$ cat src/rtl/normalize_round_mult_pipe.sv
// Normalise (0/1 shift) and round the raw significand product; 2-cycle latency, 2-entry capacity.
// Valid/ready on both sides; a stalled output holds every field stable until taken.
module normalize_round_mult_pipe #(
    parameter int sig_width = 23,
    parameter int ex_width  = 8
) (
    input  logic                      clk,
    input  logic                      rst_n,
    input  logic                      in_valid,
    output logic                      in_ready,
    input  logic                      in_sign,
    input  logic                      in_zero,
    input  logic [2*sig_width+1:0]    mant_mult,
    input  logic [ex_width+1:0]       exp_sub,
    input  logic [1:0]                rnd_mode,
    output logic                      out_valid,
    input  logic                      out_ready,
    output logic                      out_sign,
    output logic [ex_width-1:0]       out_exp,
    output logic [sig_width-1:0]      out_mant,
    output logic                      out_overflow,
    output logic                      out_underflow,
    output logic                      out_inexact
);

    localparam int EW = ex_width + 2;

    localparam logic [1:0] RNE = 2'b00;
    localparam logic [1:0] RTZ = 2'b01;
    localparam logic [1:0] RUP = 2'b10;
    localparam logic [1:0] RDN = 2'b11;

    localparam logic signed [EW-1:0] EXP_OVF    = EW'((1 << ex_width) - 1);
    localparam logic [ex_width-1:0]  EXP_INF    = '1;
    localparam logic [ex_width-1:0]  EXP_MAXFIN = ex_width'((1 << ex_width) - 2);

    // ------------------------------------------------------------------
    // Handshake
    // ------------------------------------------------------------------
    logic s1_v;
    logic s2_v;
    logic s1_load;
    logic s2_load;

    assign s2_load   = ~s2_v | out_ready;
    assign s1_load   = ~s1_v | s2_load;
    assign in_ready  = s1_load;
    assign out_valid = s2_v;

    // ------------------------------------------------------------------
    // Stage 1: normalise
    // ------------------------------------------------------------------
    logic [EW-1:0]        n_exp;
    logic [sig_width-1:0] n_mant;
    logic                 n_g;
    logic                 n_s;

    always_comb begin
        n_exp  = exp_sub;
        n_mant = mant_mult[2*sig_width-1 -: sig_width];
        n_g    = mant_mult[sig_width-1];
        n_s    = |mant_mult[sig_width-2:0];
        if (mant_mult[2*sig_width+1]) begin
            n_exp  = exp_sub + EW'(1);
            n_mant = mant_mult[2*sig_width -: sig_width];
            n_g    = mant_mult[sig_width];
            n_s    = |mant_mult[sig_width-1:0];
        end
    end

    logic                 s1_sign;
    logic                 s1_zero;
    logic [1:0]           s1_rnd;
    logic [EW-1:0]        s1_exp;
    logic [sig_width-1:0] s1_mant;
    logic                 s1_g;
    logic                 s1_s;

    always_ff @(posedge clk or negedge rst_n) begin
        if (!rst_n) begin
            s1_v    <= 1'b0;
            s1_sign <= 1'b0;
            s1_zero <= 1'b0;
            s1_rnd  <= 2'b00;
            s1_exp  <= '0;
            s1_mant <= '0;
            s1_g    <= 1'b0;
            s1_s    <= 1'b0;
        end else if (s1_load) begin
            s1_v <= in_valid;
            // Data only moves with a real transaction so idle inputs never leak in.
            if (in_valid) begin
                s1_sign <= in_sign;
                s1_zero <= in_zero;
                s1_rnd  <= rnd_mode;
                s1_exp  <= n_exp;
                s1_mant <= n_mant;
                s1_g    <= n_g;
                s1_s    <= n_s;
            end
        end
    end

    // ------------------------------------------------------------------
    // Stage 2: round and resolve range
    // ------------------------------------------------------------------
    logic                 rnd_inc;
    logic                 rnd_carry;
    logic [sig_width-1:0] mant_r;
    logic [EW-1:0]        exp_r;
    logic                 is_ovf;
    logic                 is_unf;
    logic                 ovf_to_inf;

    always_comb begin
        rnd_inc = 1'b0;
        case (s1_rnd)
            RNE:     rnd_inc = s1_g & (s1_s | s1_mant[0]);
            RTZ:     rnd_inc = 1'b0;
            RUP:     rnd_inc = (s1_g | s1_s) & ~s1_sign;
            RDN:     rnd_inc = (s1_g | s1_s) & s1_sign;
            default: rnd_inc = 1'b0;
        endcase
    end

    // A carry out of the stored mantissa leaves it zero with the hidden bit moved up one.
    assign {rnd_carry, mant_r} = {1'b0, s1_mant} + {{sig_width{1'b0}}, rnd_inc};
    assign exp_r = s1_exp + EW'(rnd_carry);

    assign is_ovf     = $signed(exp_r) >= EXP_OVF;
    assign is_unf     = exp_r[EW-1] | (exp_r == '0);
    assign ovf_to_inf = (s1_rnd == RNE) |
                        ((s1_rnd == RUP) & ~s1_sign) |
                        ((s1_rnd == RDN) & s1_sign);

    logic [ex_width-1:0]  r_exp;
    logic [sig_width-1:0] r_mant;
    logic                 r_ovf;
    logic                 r_unf;
    logic                 r_inx;

    always_comb begin
        r_exp  = exp_r[ex_width-1:0];
        r_mant = mant_r;
        r_ovf  = 1'b0;
        r_unf  = 1'b0;
        r_inx  = s1_g | s1_s;
        if (s1_zero) begin
            r_exp  = '0;
            r_mant = '0;
            r_inx  = 1'b0;
        end else if (is_ovf) begin
            r_exp  = ovf_to_inf ? EXP_INF : EXP_MAXFIN;
            r_mant = ovf_to_inf ? '0 : '1;
            r_ovf  = 1'b1;
            r_inx  = 1'b1;
        end else if (is_unf) begin
            // Flush to signed zero; subnormals are not produced.
            r_exp  = '0;
            r_mant = '0;
            r_unf  = 1'b1;
            r_inx  = 1'b1;
        end
    end

    always_ff @(posedge clk or negedge rst_n) begin
        if (!rst_n) begin
            s2_v          <= 1'b0;
            out_sign      <= 1'b0;
            out_exp       <= '0;
            out_mant      <= '0;
            out_overflow  <= 1'b0;
            out_underflow <= 1'b0;
            out_inexact   <= 1'b0;
        end else if (s2_load) begin
            s2_v <= s1_v;
            if (s1_v) begin
                out_sign      <= s1_sign;
                out_exp       <= r_exp;
                out_mant      <= r_mant;
                out_overflow  <= r_ovf;
                out_underflow <= r_unf;
                out_inexact   <= r_inx;
            end
        end
    end

endmodule
$ cat config.mk
export PLATFORM = sky130hd
export DESIGN_NAME = normalize_round_mult_pipe
export DESIGN_NICKNAME = d
export VERILOG_FILES = /design/src/rtl/normalize_round_mult_pipe.sv
export SDC_FILE = /design/constraint.sdc
export NUM_CORES = 1
export LEC_CHECK = 0
export BUFFER_PORTS_ARGS = -buffer_cell sky130_fd_sc_hd__buf_2
export CAP_MARGIN = 10
export CORE_UTILIZATION = 53
export DETAILED_ROUTE_END_ITERATION = 10
export GPL_TIMING_DRIVEN = 0
export HOLD_SLACK_MARGIN = 0.15
export PLACE_DENSITY = 0.79
export SLEW_MARGIN = 20
export SYNTH_ARGS = -nofsm -noshare
export SYNTH_HDL_FRONTEND = slang
export SYNTH_SLANG_ARGS = --single-unit
$ cat constraint.sdc
create_clock -name clk -period 8.3 [get_ports clk]
set_input_delay 1.245 -clock clk [delete_from_list [all_inputs] [get_ports clk]]
set_output_delay 1.245 -clock clk [all_outputs]
set_load 0.02 [all_outputs]
* Word-level counts from Yosys, hierarchy flattened
Cells that the tools add are included.
Word-level totals: register bits 76, latch bits 0, bits in read-only memories 0, memory bits (writable) 0, logic and storage cells 64, output and inout bits 37, input bits 66, memories kept 0
Cells by class: equal/unequal tests 3, $lt $le $gt $ge 1, div/mod/pow operators 0, mux-type cells 21, $add $sub $neg 3, multipliers 0, shift-type cells 0, reduce and logical (&&, ||, !) cells 6, bitwise logic cells 15
Operators by type and width (count):
- $mux 23 | 5
- $add 23x1->24 | 1
- $mux 8 | 3
- $reduce_or 23->1 | 1
- $reduce_or 22->1 | 1
- $mux 1 | 11
- $add 10x1->10 | 1
- $add 10x1->10 const B | 1
- $ge 10x9->1 const B | 1
- $logic_not 10->1 | 1
- $mux 10 | 1
- $or 1x1->1 | 7
- $and 1x1->1 | 5
- $eq 2x2->1 const B | 2
- $pmux 1 s4 | 1
- $reduce_and 2->1 | 2
- $not 1->1 | 3
- $eq 2x1->1 const B | 1
- $logic_not 2->1 | 1

* Depth between registers and ports, before layout
Gate-level depths: netlist of the first run.
word-level depth 10, depth in mapped cells 20, gate-level depth less buffers 18

* Worst setup path after synthesis of the first run
Ideal clock, no wire load.
path kind register to register, from reg s1_rnd[0], to reg out_mant[18], cell stages (with the launch flop) 20, slack 4.316 ns, arrival time 3.842 ns, data required time 8.158 ns, clock period less this slack 3.984 ns, buffers on the path 2, library setup time 0.142 ns, path through dfrtp_1 -> and2_1 -> ha_1 -> nor2b_1 -> a21oi_1 -> o22ai_1 -> ha_1 -> nand2_1 -> nor3_1 -> nand4_1 -> nor3_1 -> ha_1 -> ha_1 -> buf_2 -> nor2_1 -> or4_4 -> o21a_2 -> o21ai_4 -> buf_6 -> o221ai_1
On the way: word-level cells in the longest chain between the ends 9, elaborated cells on any way between the ends 18, those cells by class add/sub: 2; order compare: 1; eq/ne: 3; mux: 5; bitwise: 5; reduce/logical: 2
RTL lines:
- from (decl) | RTL line 73 | logic [1:0] s1_rnd;
- from (signal assigned) | RTL line 95 | s1_rnd <= rnd_mode;
- parallel branches: the longest is 7 deep, another holds $add 23x1->24
- $mux 23 (*) | RTL line 152 | end else if (is_ovf) begin
- $mux 23 (*) | RTL line 148 | if (s1_zero) begin
- to (signal assigned) | RTL line 180 | out_mant <= r_mant;
- to (decl) | RTL line 20 | output logic [sig_width-1:0] out_mant,
Every way passes the cells marked *. A chain may end at the register's enable or synchronous reset.

* Worst setup path in the final report of the first run
from reg s1_rnd[1], to reg out_inexact
On the way: word-level cells in the longest chain between the ends 9, elaborated cells on any way between the ends 13, those cells by class add/sub: 2; order compare: 1; eq/ne: 3; mux: 4; bitwise: 1; reduce/logical: 2
RTL lines:
- $eq 2x2->1 (tied with other cells) | RTL line 117 | case (s1_rnd)
- $pmux 1 s4 (*) | RTL line 117
- $add 23x1->24 (*) | RTL line 127 | assign {rnd_carry, mant_r} = {1'b0, s1_mant} + {{sig_width{1'b0}}, rnd_inc};
- $add 10x1->10 (*) | RTL line 128 | assign exp_r = s1_exp + EW'(rnd_carry);
- parallel branches: the longest is 3 deep, another holds $ge 10x9->1
- $mux 1 (*) | RTL line 152
- $mux 1 (*) | RTL line 148
- to (signal assigned) | RTL line 183 | out_inexact <= r_inx;
- to (decl) | RTL line 23 | output logic out_inexact
Marks and branches as above.

==> results of run 1 <==
==> sequential cells by signal (all words and copies together) (netlist names), 2 cells and up <==
| register | flops |
|---|---|
| s1_exp | 10 |
| out_mant | 23 |
| s1_mant | 23 |
| s1_rnd | 2 |
| out_exp | 8 |
==> through the flow <==
step	cells	power, mW	util	worst slack [ns]
finish	691	1.10	0.665	3.52
global route	691	1.16	0.665	3.12
CTS	691	1.10	0.665	3.56
detailed placement	676	0.808	0.639	3.58
global placement	675	0.795	0.636	3.60
floorplan	471	0.689	-	4.32
==> routing by layer <==
layer	share of wire	up-vias
li1	-	1916
met5	0	-
met1	0.48	1866
met4	0.017	0
met3	0.046	16
met2	0.46	131
==> path summary, 6_finish.rpt <==
kind,startpoint,depth (start not counted),slack [ns],end
setup / recovery,s1_rnd[1],20,3.52,out_inexact
hold / removal,out_exp[5],2,0.46,out_exp[5]
setup reg to reg,s1_rnd[1],20,3.52,out_inexact
hold reg to reg,out_exp[5],2,0.46,out_exp[5]
min in group asynchronous,rst_n,1,0.84,s1_exp[5]
max in group asynchronous,rst_n,2,6.88,out_mant[5]
==> cell families after synthesis <==
group / count (synthesis) / synth area share
compound gates: 111 / 0.165
xor+xnor: 34 / 0.0692
fa+ha+maj: 6 / 0.0175
buf+inv: 36 / 0.0381
flops: 76 / 0.442
mux: 32 / 0.0759
simple gates: 176 / 0.192
==> cell type report <==
class,instances,share of cell area
inverters,7,0.00509
plain buffers,29,0.0266
clock buffers,10,0.0247
multi-input cells,359,0.433
flip-flops and latches,76,0.368
repair buffers,103,0.103
clock inverters,5,0.0150
well taps,102,0.0247
==> placed cells by master, fill, tap and decap left out, drive strengths merged, types with 3 or more instances in the layout <==
cell type  synthesis  final
and2               5      5
nand3             12     12
xnor2             23     23
o21ai             64     64
a21oi              6      6
inv                7      7
ha                 6      6
o221ai             5      5
or2                3      3
buf               13    116
and3               3      3
nand4             16     16
nand2b             3      3
xor2              11     11
mux2               5      5
nand2             93     93
nor2              18     18
dfrtp             76     76
nor4               9      9
nor3               4      4
clkbuf            16     26
mux2i             27     27
a22oi             16     16
==> where the power goes <==
group	switching, mW	internal [mW]
registers	0.0545	0.435
logic	0.191	0.122
clock network	0.134	0.167
total	0.380	0.723
==> critical path, cell delays in order (launching register included) <==
cell,delay (ns)
sky130_fd_sc_hd__dfrtp_1,0.42
sky130_fd_sc_hd__and2_1,0.15
sky130_fd_sc_hd__ha_1,0.28
sky130_fd_sc_hd__nor2b_1,0.16
sky130_fd_sc_hd__a21oi_1,0.06
sky130_fd_sc_hd__o22ai_1,0.15
sky130_fd_sc_hd__ha_1,0.25
sky130_fd_sc_hd__nand2_1,0.12
sky130_fd_sc_hd__nor3_1,0.50
sky130_fd_sc_hd__nand4_1,0.19
sky130_fd_sc_hd__nor3_1,0.22
sky130_fd_sc_hd__ha_1,0.29
sky130_fd_sc_hd__ha_1,0.17
sky130_fd_sc_hd__buf_2,0.20
sky130_fd_sc_hd__nand4_1,0.14
sky130_fd_sc_hd__nor2_1,0.15
sky130_fd_sc_hd__xnor2_1,0.27
sky130_fd_sc_hd__o21ai_2,0.20
sky130_fd_sc_hd__buf_4,0.22
sky130_fd_sc_hd__nor4b_1,0.41
sky130_fd_sc_hd__o21ai_1,0.10
==> report_table.html, run 1 <==
<table>
<tr><th>Metric</th><th>Value</th></tr>
<tr><th colspan="2">Outcome</th></tr>
<tr><td>Result of the run</td><td>finished clean</td></tr>
<tr><th colspan="2">Global routing</th></tr>
<tr><td>Maximum number of pins on one net before global-route repair</td><td>between 40 and 50</td></tr>
<tr><td>GRT Util Overall</td><td>0.255</td></tr>
<tr><td>Vias in the first global route</td><td>roughly 3600</td></tr>
<tr><td>Global-route track usage on met1</td><td>0.363</td></tr>
<tr><td>Met2 Usage GRT</td><td>0.396</td></tr>
<tr><td>Number of antenna violations at the first check in global routing</td><td>0</td></tr>
<tr><td>Grt total ovfl</td><td>0</td></tr>
<tr><td>GRT busiest layer</td><td>met2</td></tr>
<tr><td>First-pass GRT wire length</td><td>between 15000 and 20000 um</td></tr>
<tr><td>Met3 Track Usage GR</td><td>0.0365</td></tr>
<tr><th colspan="2">Timing</th></tr>
<tr><td>Number of endpoints failing setup at the final stage</td><td>0</td></tr>
<tr><td>Clock skew after layout</td><td>about 0.014 ns</td></tr>
<tr><td>Fin crit share</td><td>0.576</td></tr>
<tr><td>Smallest hold slack</td><td>roughly 0.46 ns</td></tr>
<tr><td>Fin crit period</td><td>approximately 4.8 ns</td></tr>
<tr><td>Max-slew violation total from the final report</td><td>0</td></tr>
<tr><td>RSZ-0062 raised after global routing</td><td>no</td></tr>
<tr><td>Final-layout setup total negative slack</td><td>0 ns</td></tr>
<tr><td>Slew at the pin with the worst max-slew slack</td><td>roughly 0.71 ns</td></tr>
<tr><td>Peak Freq</td><td>209 MHz</td></tr>
<tr><td>Relative max-transition margin</td><td>0.525</td></tr>
<tr><td>Final Hold Viols</td><td>0</td></tr>
<tr><th colspan="2">Yosys</th></tr>
<tr><td>Netlist area before placement</td><td>around 4300 um^2</td></tr>
<tr><td>Sequential area share after synthesis</td><td>0.442</td></tr>
<tr><td>Predominant post-synthesis flop cell</td><td>sky130_fd_sc_hd__dfrtp_1</td></tr>
<tr><td>Cell taking the most area after synthesis</td><td>sky130_fd_sc_hd__dfrtp_1</td></tr>
<tr><td>Number of different library cells in the post-synthesis netlist</td><td>between 50 and 60</td></tr>
<tr><td>Leading post-synthesis cells by cell area</td><td>sky130_fd_sc_hd__dfrtp_1 (44%), sky130_fd_sc_hd__nand2_1 (8.0%), sky130_fd_sc_hd__o21ai_0 (7.1%)</td></tr>
<tr><td>Share of flip-flops with an asynchronous set or reset</td><td>1.00</td></tr>
<tr><td>Most used standard cells in the synthesized netlist</td><td>sky130_fd_sc_hd__nand2_1 (92), sky130_fd_sc_hd__dfrtp_1 (76), sky130_fd_sc_hd__o21ai_0 (61), sky130_fd_sc_hd__mux2i_1 (27), sky130_fd_sc_hd__xnor2_1 (23)</td></tr>
<tr><td>Count of yosys warnings during synthesis</td><td>0</td></tr>
<tr><td>Number of flops mapped to enable cells by yosys</td><td>0</td></tr>
<tr><td>Number of storage elements in the synthesis netlist</td><td>76</td></tr>
<tr><td>Most common cell in the synthesized netlist</td><td>sky130_fd_sc_hd__nand2_1</td></tr>
<tr><td>Total nets after synthesis</td><td>~540</td></tr>
<tr><td>Number of standard cells after synthesis</td><td>roughly 470</td></tr>
<tr><td>Avg Inst Size Synth</td><td>around 9.1 um^2</td></tr>
<tr><td>Area share of the largest cell type after synthesis</td><td>0.442</td></tr>
<tr><th colspan="2">Clock network</th></tr>
<tr><td>Postcts setup bufs</td><td>0</td></tr>
<tr><td>Total clock buffers created by CTS</td><td>9</td></tr>
<tr><td>Clock tree from TritonCTS</td><td>yes</td></tr>
<tr><td>Clk sinks</td><td>76</td></tr>
<tr><td>CTS Hold Bufs</td><td>0</td></tr>
<tr><td>Buffer depth of the longest clock path</td><td>2</td></tr>
<tr><td>Clock Latency Late Sink</td><td>approximately 0.36 ns</td></tr>
<tr><td>Clock Tree Root</td><td>sky130_fd_sc_hd__clkbuf_8</td></tr>
<tr><td>H-tree depth</td><td>3</td></tr>
<tr><td>Post-cts sizing count</td><td>0</td></tr>
<tr><td>Clock slew seen by the registers of the worst setup and hold paths</td><td>roughly 0.080 ns</td></tr>
<tr><th colspan="2">Die</th></tr>
<tr><td>Placeable Area</td><td>roughly 7800 um^2</td></tr>
<tr><td>Die Outline Area</td><td>roughly 8500 um^2</td></tr>
<tr><td>Rows</td><td>32</td></tr>
<tr><td>Die Y</td><td>~92 um</td></tr>
<tr><td>Die width</td><td>around 92 um</td></tr>
<tr><td>Initial core utilization</td><td>0.554</td></tr>
<tr><td>Ports</td><td>103</td></tr>
<tr><th colspan="2">Finish</th></tr>
<tr><td>Fraction of final layout cells sized beyond drive strength 1</td><td>0.239</td></tr>
<tr><td>Fin nets</td><td>roughly 660</td></tr>
<tr><td>Signed area change from the synthesized netlist to the final layout</td><td>20.1%</td></tr>
<tr><td>Final design area excluding fillers</td><td>5170 um^2</td></tr>
<tr><td>Area of the multi-input gates</td><td>roughly 2200 um^2</td></tr>
<tr><td>Ant diodes</td><td>0</td></tr>
<tr><td>FILL cells</td><td>between 600 and 700</td></tr>
<tr><td>Storage cell area</td><td>approximately 1900 um^2</td></tr>
<tr><th colspan="2">Pwr</th></tr>
<tr><td>P per Cell Area</td><td>between 200 and 250 nW/um^2</td></tr>
<tr><td>Highest ir drop seen on vdd</td><td>approximately 0.1 mV</td></tr>
<tr><td>Static leakage</td><td>between 2 and 2.5 nW</td></tr>
<tr><th colspan="2">Drt</th></tr>
<tr><td>Router iterations before antenna repair</td><td>5</td></tr>
<tr><td>Post-route DRC violation count</td><td>0</td></tr>
<tr><td>DR vias</td><td>between 3000 and 4000</td></tr>
<tr><td>Avg Vias per Cell</td><td>about 5.7</td></tr>
<tr><td>Detail-routed net length per standard cell</td><td>between 15 and 20 um</td></tr>
<tr><td>Number of design-rule violations left by the first detailed-router iteration</td><td>218</td></tr>
<tr><td>DRT Wirelength</td><td>10400 um</td></tr>
<tr><td>Remaining number of nets flagged by the antenna check after routing</td><td>0</td></tr>
<tr><th colspan="2">Worst setup path</th></tr>
<tr><td>Startpoint Class</td><td>register</td></tr>
<tr><td>Data required, critical path</td><td>approximately 8.5 ns</td></tr>
<tr><td>Kind of end point of the critical path</td><td>register</td></tr>
<tr><td>Maximum fanout along the worst path</td><td>10</td></tr>
<tr><td>Type of the worst setup path</td><td>register to register</td></tr>
<tr><td>Arrival time worst endpoint</td><td>5.01 ns</td></tr>
<tr><th colspan="2">Placed design</th></tr>
<tr><td>Placed inst area</td><td>around 5000 um^2</td></tr>
<tr><td>Port-buffer cells</td><td>roughly 100</td></tr>
<tr><td>Post-DP HPWL</td><td>8230 um</td></tr>
<tr><td>Routability Congestion</td><td>0.843</td></tr>
<tr><th colspan="2">Flow run</th></tr>
<tr><td>Max capacitance violation total</td><td>0</td></tr>
<tr><th colspan="2">Min path</th></tr>
<tr><td>Path class of the lowest-slack min-delay path</td><td>register to register</td></tr>
</table>
Note: power is estimated with default switching activity, not from simulation.
==> run 2: changes to the inputs <==
--- a/config.mk
+++ b/config.mk
@@ -7,11 +7,11 @@
 export LEC_CHECK = 0
 export BUFFER_PORTS_ARGS = -buffer_cell sky130_fd_sc_hd__buf_2
 export CAP_MARGIN = 10
-export CORE_UTILIZATION = 53
+export CORE_UTILIZATION = 49
 export DETAILED_ROUTE_END_ITERATION = 10
 export GPL_TIMING_DRIVEN = 0
 export HOLD_SLACK_MARGIN = 0.15
-export PLACE_DENSITY = 0.79
+export PLACE_DENSITY = 0.77
 export SLEW_MARGIN = 20
 export SYNTH_ARGS = -nofsm -noshare
 export SYNTH_HDL_FRONTEND = slang
==> constraint.sdc (replaced) <==
create_clock -name clk -period 4.1 [get_ports clk]
set_input_delay 0.615 -clock clk [delete_from_list [all_inputs] [get_ports clk]]
set_output_delay 0.615 -clock clk [all_outputs]
set_load 0.02 [all_outputs]
==> run 2 against run 1 <==
Hold slack gained 0.0090 ns. First-iteration DRC count grew 9.6%. Clock-buffer cell count is the same. Global-route usage shrank 0.33 points. Largest power group unchanged. The flow now finishes with violations (setup timing). Non-clock buffer count grew 13. Critical path type unchanged. Final cell count grew 2.5%.
==> report_table.html, run 2 (synthesized netlist as in run 1, its figures left out) <==
<table>
<tr><th>Metric</th><th>Value</th></tr>
<tr><th colspan="2">Placed design</th></tr>
<tr><td>Post-DP HPWL</td><td>8340 um (was 8230 um)</td></tr>
<tr><td>Routability Congestion</td><td>0.844 (was 0.843)</td></tr>
<tr><td>Port-buffer cells</td><td>102 (unchanged)</td></tr>
<tr><th colspan="2">Timing</th></tr>
<tr><td>Smallest hold slack</td><td>0.470 ns (was 0.461 ns)</td></tr>
<tr><td>Fin crit share</td><td>1.01 (was 0.576)</td></tr>
<tr><td>Number of endpoints failing setup at the final stage</td><td>8 (was 0)</td></tr>
<tr><td>RSZ-0062 raised after global routing</td><td>yes (was no)</td></tr>
<tr><td>Slew at the pin with the worst max-slew slack</td><td>0.723 ns (was 0.712 ns)</td></tr>
<tr><td>Final-layout setup total negative slack</td><td>-0.0766 ns (was 0 ns)</td></tr>
<tr><td>Fin crit period</td><td>4.12 ns (was 4.78 ns)</td></tr>
<tr><td>Max-slew violation total from the final report</td><td>0 (unchanged)</td></tr>
<tr><td>Final Hold Viols</td><td>0 (unchanged)</td></tr>
<tr><td>Clock skew after layout</td><td>0.0127 ns (was 0.0143 ns)</td></tr>
<tr><td>Setup slack of the critical path after layout</td><td>-0.0243 ns (was 3.52 ns)</td></tr>
<tr><td>Relative max-transition margin</td><td>0.513 (was 0.525)</td></tr>
<tr><td>Peak Freq</td><td>242 MHz (was 209 MHz)</td></tr>
<tr><th colspan="2">Worst setup path</th></tr>
<tr><td>Arrival time worst endpoint</td><td>4.33 ns (was 5.01 ns)</td></tr>
<tr><td>Startpoint Class</td><td>register (unchanged)</td></tr>
<tr><td>Maximum fanout along the worst path</td><td>5 (was 10)</td></tr>
<tr><td>Data required, critical path</td><td>4.30 ns (was 8.52 ns)</td></tr>
<tr><td>Kind of end point of the critical path</td><td>register (unchanged)</td></tr>
<tr><td>Type of the worst setup path</td><td>register to register (unchanged)</td></tr>
<tr><th colspan="2">Clock network</th></tr>
<tr><td>H-tree depth</td><td>3 (unchanged)</td></tr>
<tr><td>Clock Tree Root</td><td>sky130_fd_sc_hd__clkbuf_8 (unchanged)</td></tr>
<tr><td>Clock tree from TritonCTS</td><td>yes (unchanged)</td></tr>
<tr><td>Total clock buffers created by CTS</td><td>9 (unchanged)</td></tr>
<tr><td>Buffer depth of the longest clock path</td><td>2 (unchanged)</td></tr>
<tr><td>Clock Latency Late Sink</td><td>0.34 ns (was 0.36 ns)</td></tr>
<tr><td>Clock slew seen by the registers of the worst setup and hold paths</td><td>0.08 ns (about the same)</td></tr>
<tr><td>Clk sinks</td><td>76 (unchanged)</td></tr>
<tr><th colspan="2">Min path</th></tr>
<tr><td>Path class of the lowest-slack min-delay path</td><td>register to register (unchanged)</td></tr>
<tr><th colspan="2">Global routing</th></tr>
<tr><td>GRT Util Overall</td><td>0.252 (was 0.255)</td></tr>
<tr><td>First-pass GRT wire length</td><td>17700 um (was 17000 um)</td></tr>
<tr><td>Vias in the first global route</td><td>3693 (was 3606)</td></tr>
<tr><td>Number of antenna violations at the first check in global routing</td><td>0 (unchanged)</td></tr>
<tr><td>Maximum number of pins on one net before global-route repair</td><td>61 (was 45)</td></tr>
<tr><td>Grt total ovfl</td><td>0 (unchanged)</td></tr>
<tr><th colspan="2">Finish</th></tr>
<tr><td>Leading cell type in the layout, fill and taps excluded</td><td>sky130_fd_sc_hd__buf_2 (unchanged)</td></tr>
<tr><td>FILL cells</td><td>686 (was 689)</td></tr>
<tr><td>Signed area change from the synthesized netlist to the final layout</td><td>29.2% (was 20.1%)</td></tr>
<tr><td>Fraction of final layout cells sized beyond drive strength 1</td><td>0.307 (was 0.239)</td></tr>
<tr><td>Ant diodes</td><td>0 (unchanged)</td></tr>
<tr><td>Most frequent cells in the layout</td><td>sky130_fd_sc_hd__buf_2 (107), sky130_fd_sc_hd__nand2_1 (89), sky130_fd_sc_hd__dfrtp_1 (76), sky130_fd_sc_hd__o21ai_0 (47), sky130_fd_sc_hd__mux2i_1 (27) (was sky130_fd_sc_hd__buf_2 (105), sky130_fd_sc_hd__nand2_1 (92), sky130_fd_sc_hd__dfrtp_1 (76), sky130_fd_sc_hd__o21ai_0 (61), sky130_fd_sc_hd__mux2i_1 (27))</td></tr>
<tr><td>Biggest registers after layout</td><td>out_mant x23, s1_mant x23, s1_exp x10 (unchanged)</td></tr>
<tr><td>Fin nets</td><td>670 (was 657)</td></tr>
<tr><th colspan="2">Die</th></tr>
<tr><td>Die Y</td><td>95.7 um (was 92.1 um)</td></tr>
<tr><td>Rows</td><td>33 (was 32)</td></tr>
<tr><td>Die width</td><td>95.7 um (was 92.1 um)</td></tr>
<tr><td>Ports</td><td>103 (unchanged)</td></tr>
<tr><td>Placeable Area</td><td>8340 um^2 (was 7770 um^2)</td></tr>
<tr><td>Die Outline Area</td><td>9150 um^2 (was 8480 um^2)</td></tr>
<tr><td>Initial core utilization</td><td>0.516 (was 0.554)</td></tr>
<tr><th colspan="2">Outcome</th></tr>
<tr><td>Violations in the final reports</td><td>setup timing</td></tr>
<tr><td>Result of the run</td><td>complete, but fails checks (was finished clean)</td></tr>
<tr><th colspan="2">Drt</th></tr>
<tr><td>Post-route DRC violation count</td><td>0 (unchanged)</td></tr>
<tr><td>Remaining number of nets flagged by the antenna check after routing</td><td>0 (unchanged)</td></tr>
<tr><td>Detail-routed net length per standard cell</td><td>15.8 um (was 15.1 um)</td></tr>
<tr><td>DR vias</td><td>3971 (was 3929)</td></tr>
<tr><td>Router iterations before antenna repair</td><td>6 (was 5)</td></tr>
<tr><td>DRT Wirelength</td><td>11200 um (was 10400 um)</td></tr>
<tr><td>Number of design-rule violations left by the first detailed-router iteration</td><td>239 (was 218)</td></tr>
<tr><td>Avg Vias per Cell</td><td>5.61 (was 5.69)</td></tr>
<tr><th colspan="2">Pwr</th></tr>
<tr><td>Highest ir drop seen on vdd</td><td>0.193 mV (was 0.0997 mV)</td></tr>
<tr><td>P per Cell Area</td><td>431 nW/um^2 (was 214 nW/um^2)</td></tr>
<tr><td>Static leakage</td><td>2.52 nW (was 2.38 nW)</td></tr>
<tr><th colspan="2">Flow run</th></tr>
<tr><td>Max capacitance violation total</td><td>0 (unchanged)</td></tr>
</table>
==> run 2: cell types whose count changed in the layout (fill, tap and decap cells not counted), moves of 3 or more <==
cell                      previous run  this run
sky130_fd_sc_hd__o21ai_0            61        47
sky130_fd_sc_hd__nand2_1            92        89
sky130_fd_sc_hd__buf_4               3        10
sky130_fd_sc_hd__o21ai_1             1        13
sky130_fd_sc_hd__ha_1                6         3
sky130_fd_sc_hd__buf_6               2         7
==> run 2: report_power, final <==
group          leakage, nW  internal, mW  switching [mW]  total, mW
Sequential           0.957         0.880           0.121       1.00
Clock                0.109         0.404           0.278      0.682
Combinational         1.45         0.292           0.421      0.713
Total                 2.52          1.58           0.820       2.40
==> run 2: area by class of cell <==
type,instances,area [um^2],area share
clock buffers,10,128,0.0230
clock inverters,6,113,0.0203
well taps,105,131,0.0236
repair buffers,117,651,0.117
flip-flops and latches,76,1900,0.342
plain buffers,28,153,0.0275
multi-input cells,359,2450,0.442
inverters,7,26.3,0.00473
==> run 2: critical path: stages (launching register included) <==
cell and delay, ns:
sky130_fd_sc_hd__dfrtp_1 0.42, sky130_fd_sc_hd__and2_1 0.17, sky130_fd_sc_hd__ha_1 0.30, sky130_fd_sc_hd__nor2b_2 0.15, sky130_fd_sc_hd__a21oi_2 0.05, sky130_fd_sc_hd__o22ai_2 0.21
sky130_fd_sc_hd__ha_4 0.18, sky130_fd_sc_hd__nand2_4 0.06, sky130_fd_sc_hd__nor3_4 0.18, sky130_fd_sc_hd__nand4_1 0.16, sky130_fd_sc_hd__nor3_2 0.23, sky130_fd_sc_hd__ha_2 0.26
sky130_fd_sc_hd__nand3_2 0.11, sky130_fd_sc_hd__xor2_2 0.18, sky130_fd_sc_hd__or4_4 0.57, sky130_fd_sc_hd__o21a_4 0.24, sky130_fd_sc_hd__o21ai_4 0.23, sky130_fd_sc_hd__buf_6 0.15
sky130_fd_sc_hd__o221ai_1 0.12
==> run 2: path summary, 6_finish.rpt <==
kind                             from      endpoint  slack [ns]  depth (start not counted)
hold reg to reg            out_exp[5]    out_exp[5]        0.47                          2
setup reg to reg            s1_rnd[1]  out_mant[18]       -0.02                         18
hold / removal             out_exp[5]    out_exp[5]        0.47                          2
setup / recovery            s1_rnd[1]  out_mant[18]       -0.02                         18
min in group asynchronous       rst_n     s1_exp[5]        0.69                          2
max in group asynchronous       rst_n  out_mant[22]        2.84                          3
==> run 2: repair_timing <==
action,CTS,global route
buffers inserted,3,8
cloned,0,2
pin swaps,5,18
endpoints found under the setup margin,34,32
endpoints found under the hold margin,16,0
gates resized for setup,10,58
hold buffers,1,0
==> run 2: routing by layer <==
metal  up-vias  track usage  part of all wire
met1      1879        0.357              0.47
met4         0       0.0771            0.0095
met2       138        0.405              0.48
met5         -            0                 0
met3        13       0.0271             0.045
li1       1941            -                 -
==> run 2: stage by stage <==
step,setup slack (ns),util,instance area (um^2),cells,total power [mW]
finish,-0.0243,0.666,5560,708,2.40
global route,-0.166,0.666,5560,708,2.52
CTS,0.0171,0.634,5290,699,2.33
detailed placement,-0.663,0.596,4970,679,1.64
global placement,-0.652,0.593,4940,678,1.61
floorplan,0.116,-,4300,471,1.39
